<file path="config.mk">
export PLATFORM = sky130hd
export DESIGN_NAME = jt900h_flags
export DESIGN_NICKNAME = d
export VERILOG_FILES = /design/src/rtl/jt900h_pkg.sv /design/src/rtl/jt900h_cc.sv /design/src/rtl/jt900h_flags.sv
export SDC_FILE = /design/constraint.sdc
export NUM_CORES = 1
export LEC_CHECK = 0
export BUFFER_PORTS_ARGS = -buffer_cell sky130_fd_sc_hd__buf_2
export CAP_MARGIN = 15
export CORE_MARGIN = 4
export CORE_UTILIZATION = 30
export DETAILED_ROUTE_END_ITERATION = 10
export GPL_TIMING_DRIVEN = 0
export PLACE_DENSITY = 0.62
export SLEW_MARGIN = 40
export SYNTH_ARGS = -nofsm -noshare
export SYNTH_HDL_FRONTEND = slang
export SYNTH_SLANG_ARGS = --single-unit
</file>
<file path="constraint.sdc">
create_clock -name clk -period 3.5 [get_ports clk]
set_clock_uncertainty 0.2 [all_clocks]
set_input_delay 0.7 -clock clk [delete_from_list [all_inputs] [get_ports clk]]
set_output_delay 0.7 -clock clk [all_outputs]
set_load 0.05 [all_outputs]
</file>
<file path="src/rtl/jt900h_pkg.sv">
// Shared flag-register definitions for the JT900H core: bit positions in the F byte,
// carry-flag op encodings, condition codes and F-byte pack/unpack helpers.
package jt900h_pkg;

    localparam int FS = 7;
    localparam int FZ = 6;
    localparam int FH = 4;
    localparam int FV = 2;
    localparam int FN = 1;
    localparam int FC = 0;

    typedef enum logic [2:0] {
        FOP_NONE = 3'd0,
        FOP_RCF  = 3'd1,
        FOP_SCF  = 3'd2,
        FOP_CCF  = 3'd3,
        FOP_ZCF  = 3'd4
    } flag_op_e;

    localparam logic [3:0] CC_F   = 4'd0;
    localparam logic [3:0] CC_LT  = 4'd1;
    localparam logic [3:0] CC_LE  = 4'd2;
    localparam logic [3:0] CC_ULE = 4'd3;
    localparam logic [3:0] CC_OV  = 4'd4;
    localparam logic [3:0] CC_MI  = 4'd5;
    localparam logic [3:0] CC_Z   = 4'd6;
    localparam logic [3:0] CC_C   = 4'd7;
    localparam logic [3:0] CC_T   = 4'd8;
    localparam logic [3:0] CC_GE  = 4'd9;
    localparam logic [3:0] CC_GT  = 4'd10;
    localparam logic [3:0] CC_UGT = 4'd11;
    localparam logic [3:0] CC_NOV = 4'd12;
    localparam logic [3:0] CC_PL  = 4'd13;
    localparam logic [3:0] CC_NZ  = 4'd14;
    localparam logic [3:0] CC_NC  = 4'd15;

    // Field order matches upd_mask so a mask merge is a plain bitwise operation.
    typedef struct packed {
        logic s;
        logic z;
        logic h;
        logic v;
        logic n;
        logic c;
    } flags_t;

    function automatic logic [7:0] flags_to_byte(input flags_t fl);
        logic [7:0] b;
        b     = 8'h00;
        b[FS] = fl.s;
        b[FZ] = fl.z;
        b[FH] = fl.h;
        b[FV] = fl.v;
        b[FN] = fl.n;
        b[FC] = fl.c;
        return b;
    endfunction

    function automatic flags_t byte_to_flags(input logic [7:0] b);
        flags_t fl;
        fl.s = b[FS];
        fl.z = b[FZ];
        fl.h = b[FH];
        fl.v = b[FV];
        fl.n = b[FN];
        fl.c = b[FC];
        return fl;
    endfunction

endpackage

</file>
<file path="src/rtl/jt900h_cc.sv">
// TLCS-900H condition-code evaluator; purely combinational, no state, no flow control.
// Shared with the sequencer for DJNZ/JR decisions.
module jt900h_cc
    import jt900h_pkg::*;
(
    input  logic [3:0] cc,
    input  logic       s,
    input  logic       z,
    input  logic       v,
    input  logic       c,
    output logic       ok
);

    logic lt;
    logic base;

    always_comb begin
        lt   = s ^ v;
        base = 1'b0;
        // Codes 8..15 are the complements of 0..7, so only the low half is decoded.
        case (cc[2:0])
            CC_F[2:0]:   base = 1'b0;
            CC_LT[2:0]:  base = lt;
            CC_LE[2:0]:  base = lt | z;
            CC_ULE[2:0]: base = c | z;
            CC_OV[2:0]:  base = v;
            CC_MI[2:0]:  base = s;
            CC_Z[2:0]:   base = z;
            CC_C[2:0]:   base = c;
            default:     base = 1'b0;
        endcase
        ok = base ^ cc[3];
    end

endmodule

</file>
<file path="src/rtl/jt900h_flags.sv">
// F/F' flag register bank with prioritized load/exchange/carry-op/ALU-mask updates.
// Results visible one cen cycle after the strobe; no backpressure, only cc->cc_ok is combinational.
module jt900h_flags
    import jt900h_pkg::*;
(
    input  logic       clk,
    input  logic       rst,
    input  logic       cen,
    input  logic       alu_s,
    input  logic       alu_z,
    input  logic       alu_h,
    input  logic       alu_v,
    input  logic       alu_n,
    input  logic       alu_c,
    input  logic [5:0] upd_mask,
    input  logic [2:0] flag_op,
    input  logic       ld_f,
    input  logic [7:0] din,
    input  logic       ex_ff,
    input  logic [3:0] cc,
    output logic [7:0] f,
    output logic [7:0] f_alt,
    output logic       sin,
    output logic       zin,
    output logic       hin,
    output logic       vin,
    output logic       nin,
    output logic       cin,
    output logic       cc_ok
);

    flags_t fm_q, fm_d;
    flags_t fa_q, fa_d;
    flags_t alu_flags;
    flags_t din_flags;

    always_comb begin
        alu_flags = '{s: alu_s, z: alu_z, h: alu_h, v: alu_v, n: alu_n, c: alu_c};
        din_flags = byte_to_flags(din);
    end

    // One action per cycle; lower-priority requests in the same cycle are dropped.
    always_comb begin
        fm_d = fm_q;
        fa_d = fa_q;
        if (ld_f) begin
            fm_d = din_flags;
        end else if (ex_ff) begin
            fm_d = fa_q;
            fa_d = fm_q;
        end else if (flag_op inside {FOP_RCF, FOP_SCF, FOP_CCF, FOP_ZCF}) begin
            case (flag_op)
                FOP_RCF: begin
                    fm_d.c = 1'b0;
                    fm_d.h = 1'b0;
                    fm_d.n = 1'b0;
                end
                FOP_SCF: begin
                    fm_d.c = 1'b1;
                    fm_d.h = 1'b0;
                    fm_d.n = 1'b0;
                end
                FOP_CCF: begin
                    fm_d.c = ~fm_q.c;
                    fm_d.n = 1'b0;
                end
                default: begin
                    fm_d.c = ~fm_q.z;
                    fm_d.n = 1'b0;
                end
            endcase
        end else if (upd_mask != 6'd0) begin
            fm_d = (fm_q & ~upd_mask) | (alu_flags & upd_mask);
        end
    end

    always_ff @(posedge clk or posedge rst) begin
        if (rst) begin
            fm_q <= '0;
            fa_q <= '0;
        end else if (cen) begin
            fm_q <= fm_d;
            fa_q <= fa_d;
        end
    end

    always_comb begin
        f     = flags_to_byte(fm_q);
        f_alt = flags_to_byte(fa_q);
        sin   = fm_q.s;
        zin   = fm_q.z;
        hin   = fm_q.h;
        vin   = fm_q.v;
        nin   = fm_q.n;
        cin   = fm_q.c;
    end

    jt900h_cc u_cc (
        .cc (cc),
        .s  (fm_q.s),
        .z  (fm_q.z),
        .v  (fm_q.v),
        .c  (fm_q.c),
        .ok (cc_ok)
    );

endmodule
</file>
==> flow_metrics.py <==
metrics = {
    "outcome": {
        "status": "complete, no violations",
    },
    "clock_network": {
        "cts_buffer_depth": 2,
        "htree_levels": 1,
        "path_clk_slew_ns": 0.09,
        "cts_setup_buffers": 0,
        "tritoncts": "done",
        "clk_root_buffer_cell": "clkbuf_4",
        "cts_buffers": 3,
        "cts.sinks": 12,
        "insertion_delay_ns": 0.27,
        "cts_resized": 0,
        "holdBufCountCts": 0,
    },
    "placed_design": {
        "io_buffers": 46,
        "dp_hpwl_mm": 2.15,
        "place_inst": 201,
        "gp_congestion": 0.813,
        "dpl_cell_area_um2": 1230,
        "pre_cts_ws_ns": 0.642,
    },
    "routing": {
        "num_vias": 949,
        "route.detailed.drc": 0,
        "avgRoutedWirePerCell_um": 13.1,
        "dr.first_iter.drc_count": 21,
        "ant_nets": 0,
        "avgViaCountPerCell": 4.63,
        "wirelength_mm": 2.68,
        "dr.pass1.iters": 4,
    },
    "layout": {
        "nFillCells": 336,
        "seqCellArea_um2": 300,
        "area_growth_pct": 35.5,
        "layout.cells.non_filler": 205,
        "finish.instance_area_um2": 1270,
        "drive_above_1_share_pct": 43.5,
        "final_nets": 194,
        "multi_input_area_um2": 549,
        "diodes": 0,
    },
    "synthesis": {
        "synth_top_cells_by_area": "dfrtp_1 32%, buf_4 8.0%, mux2_2 7.2%",
        "syn_area_um2": 937,
        "synth.distinct_cells": 37,
        "yosysTopAreaCellShare_pct": 32.0,
        "synth_top_cell_by_area": "dfrtp_1",
        "ys_seq_area_share_pct": 32.0,
        "synth_cells": 108,
        "ys_seq_elements": 12,
        "synth_warnings": 0,
        "synth.avg_cell_area_um2": 8.68,
    },
    "global_route": {
        "first_global_vias": 948,
        "antenna_found_initial": 0,
        "grt_pass1_wl_mm": 4.21,
        "track_usage_pct": 12.8,
        "grt_max_degree": 13,
        "grt-ovfl-total": 0,
    },
    "die": {
        "die_h_um": 63.9,
        "start_util_pct": 31.0,
        "die_width_um": 63.9,
        "io_pins": 55,
        "rows": 20,
        "core_um2": 3030,
        "die_area_um2": 4080,
    },
    "critical_path": {
        "worstSetupPathType": "input pin to output pin",
        "worstSetupStartpointType": "input pin",
        "crit_fanout": 6,
        "worstSetupEndpointType": "output pin",
        "worstPathArrival_ns": 1.98,
        "worstPathRequired_ns": 2.60,
    },
    "timing": {
        "postLayoutSetupSlackWorst_ns": 0.624,
        "fin_crit_sh_pct": 82.2,
        "fmax_mhz": 348,
        "setup-violations-final": 0,
        "min_period_ns": 2.88,
        "grt_setup_unrepaired": "false",
        "hold_viol_final": 0,
        "finalSetupTns_ns": 0,
        "drv_slew": 0,
    },
    "pwr": {
        "switching_power_uw": 314,
        "power_frac_seq_pct": 30.6,
        "vdd_drop_max_uv": 245,
        "pwr-share-comb_pct": 52.1,
        "sw_frac_of_total_pct": 48.4,
        "p_int_uw": 336,
        "leakagePower_uw": 0.000615,
        "p_clk_share_pct": 17.3,
        "powerDensity_nw_per_um2": 512,
    },
    "run": {
        "drv_cap": 0,
    },
    "worst_hold_path": {
        "worstHoldPathType": "input pin to asynchronous set/reset pin",
    },
}
## per-stage QoR
| step | total power [uW] | util, % | hold WS, ns |
|---|---|---|---|
| floorplan | 455 | - | 0.365 |
| global placement | 537 | 40.7 | 0.321 |
| detailed placement | 543 | 40.7 | 0.325 |
| CTS | 656 | 41.9 | 0.245 |
| global route | 684 | 41.9 | 0.258 |
| finish | 650 | 41.9 | 0.226 |
## layout by cell type (no fill, tap or decap), types with 3 or more instances in the layout
| cell | instances |
|---|---|
| buf_2 | 46 |
| nand2_1 | 14 |
| dfrtp_1 | 12 |
| buf_4 | 10 |
| o21ai_0 | 9 |
| mux2_2 | 6 |
| nor2b_1 | 5 |
| nor2_1 | 5 |
| nand2b_1 | 4 |
| mux2i_1 | 4 |
| conb_1 | 4 |
| a22o_1 | 3 |
| a21boi_0 | 3 |
| o22a_1 | 3 |
| clkbuf_4 | 3 |
## final cells by class
cell class                      instances  area share, %
Buffer                                 13           7.49
Inverter                                1          0.296
Sequential cell                        12           23.6
Multi-Input combinational cell         85           43.3
Tap cell                               44           4.33
Clock buffer                            4           2.86
Timing Repair Buffer                   46           18.1
## cells in the mapped netlist (all sizes together)
| cell | number |
|---|---|
| o32ai | 1 |
| o311a | 1 |
| o22a | 3 |
| clkbuf | 2 |
| o21a | 2 |
| a21boi | 3 |
| o21ai | 10 |
| a21oi | 2 |
| a31oi | 2 |
| nor3 | 2 |
| dfrtp | 12 |
| a211o | 1 |
| nand2 | 15 |
| inv | 1 |
| and2 | 1 |
| nor4 | 1 |
| a22o | 3 |
| mux2i | 4 |
| conb | 1 |
| a211oi | 1 |
| nor2b | 5 |
| nor2 | 5 |
| a221oi | 1 |
| nand2b | 4 |
| nor3b | 1 |
| a221o | 1 |
| mux2 | 6 |
| xnor2 | 2 |
| nand3 | 1 |
| nand3b | 1 |
| o211ai | 1 |
| or2 | 1 |
| buf | 11 |
## metal layers
layer	vias up	part of all wire [%]	GRT usage, %
met5	-	0	0
met4	0	0.78	4.58
met3	4	9.1	3.87
met2	43	45	21.7
met1	421	45	15.1
li1	481	-	-
## power groups by stage
stage / Sequential [uW] / Combinational (uW) / Clock (uW)
final: 199 / 339 / 112
after global routing: 204 / 357 / 122
after CTS: 200 / 341 / 115
after detailed placement: 202 / 340 / 0
after global placement: 200 / 337 / 0
after floorplan: 301 / 154 / 0
## worst max-delay path: stages
cell	delay [ns]
buf_2	0.13
nor2b_1	0.13
o311a_1	0.32
a221oi_1	0.26
xnor2_1	0.15
buf_2	0.28
## cells by family after synthesis
logic type      after synthesis  synth area share (%)
simple gates                 37                  19.8
mux                          10                  11.5
compound gates               32                  23.9
buf+inv                      14                  10.5
xor+xnor                      2                  1.87
flops                        12                  32.0
other cells                   1                 0.400
## final timing paths
| check | to | cells past startpoint | startpoint | slack (ns) |
|---|---|---|---|---|
| worst max-delay path | cc_ok | 6 | cc[0] | 0.62 |
| worst min-delay path | f_alt[4] | 2 | rst | 0.23 |
| worst max register to register | register | 4 | register | 2.15 |
| worst min register to register | f_alt[7] | 1 | f_alt[7] | 0.34 |
| max in group asynchronous | asynchronous set/reset pin | 2 | rst | 2.54 |
| min in group clk | f_alt[7] | 1 | f_alt[7] | 0.34 |
Note: power is estimated with default switching activity, not from simulation.
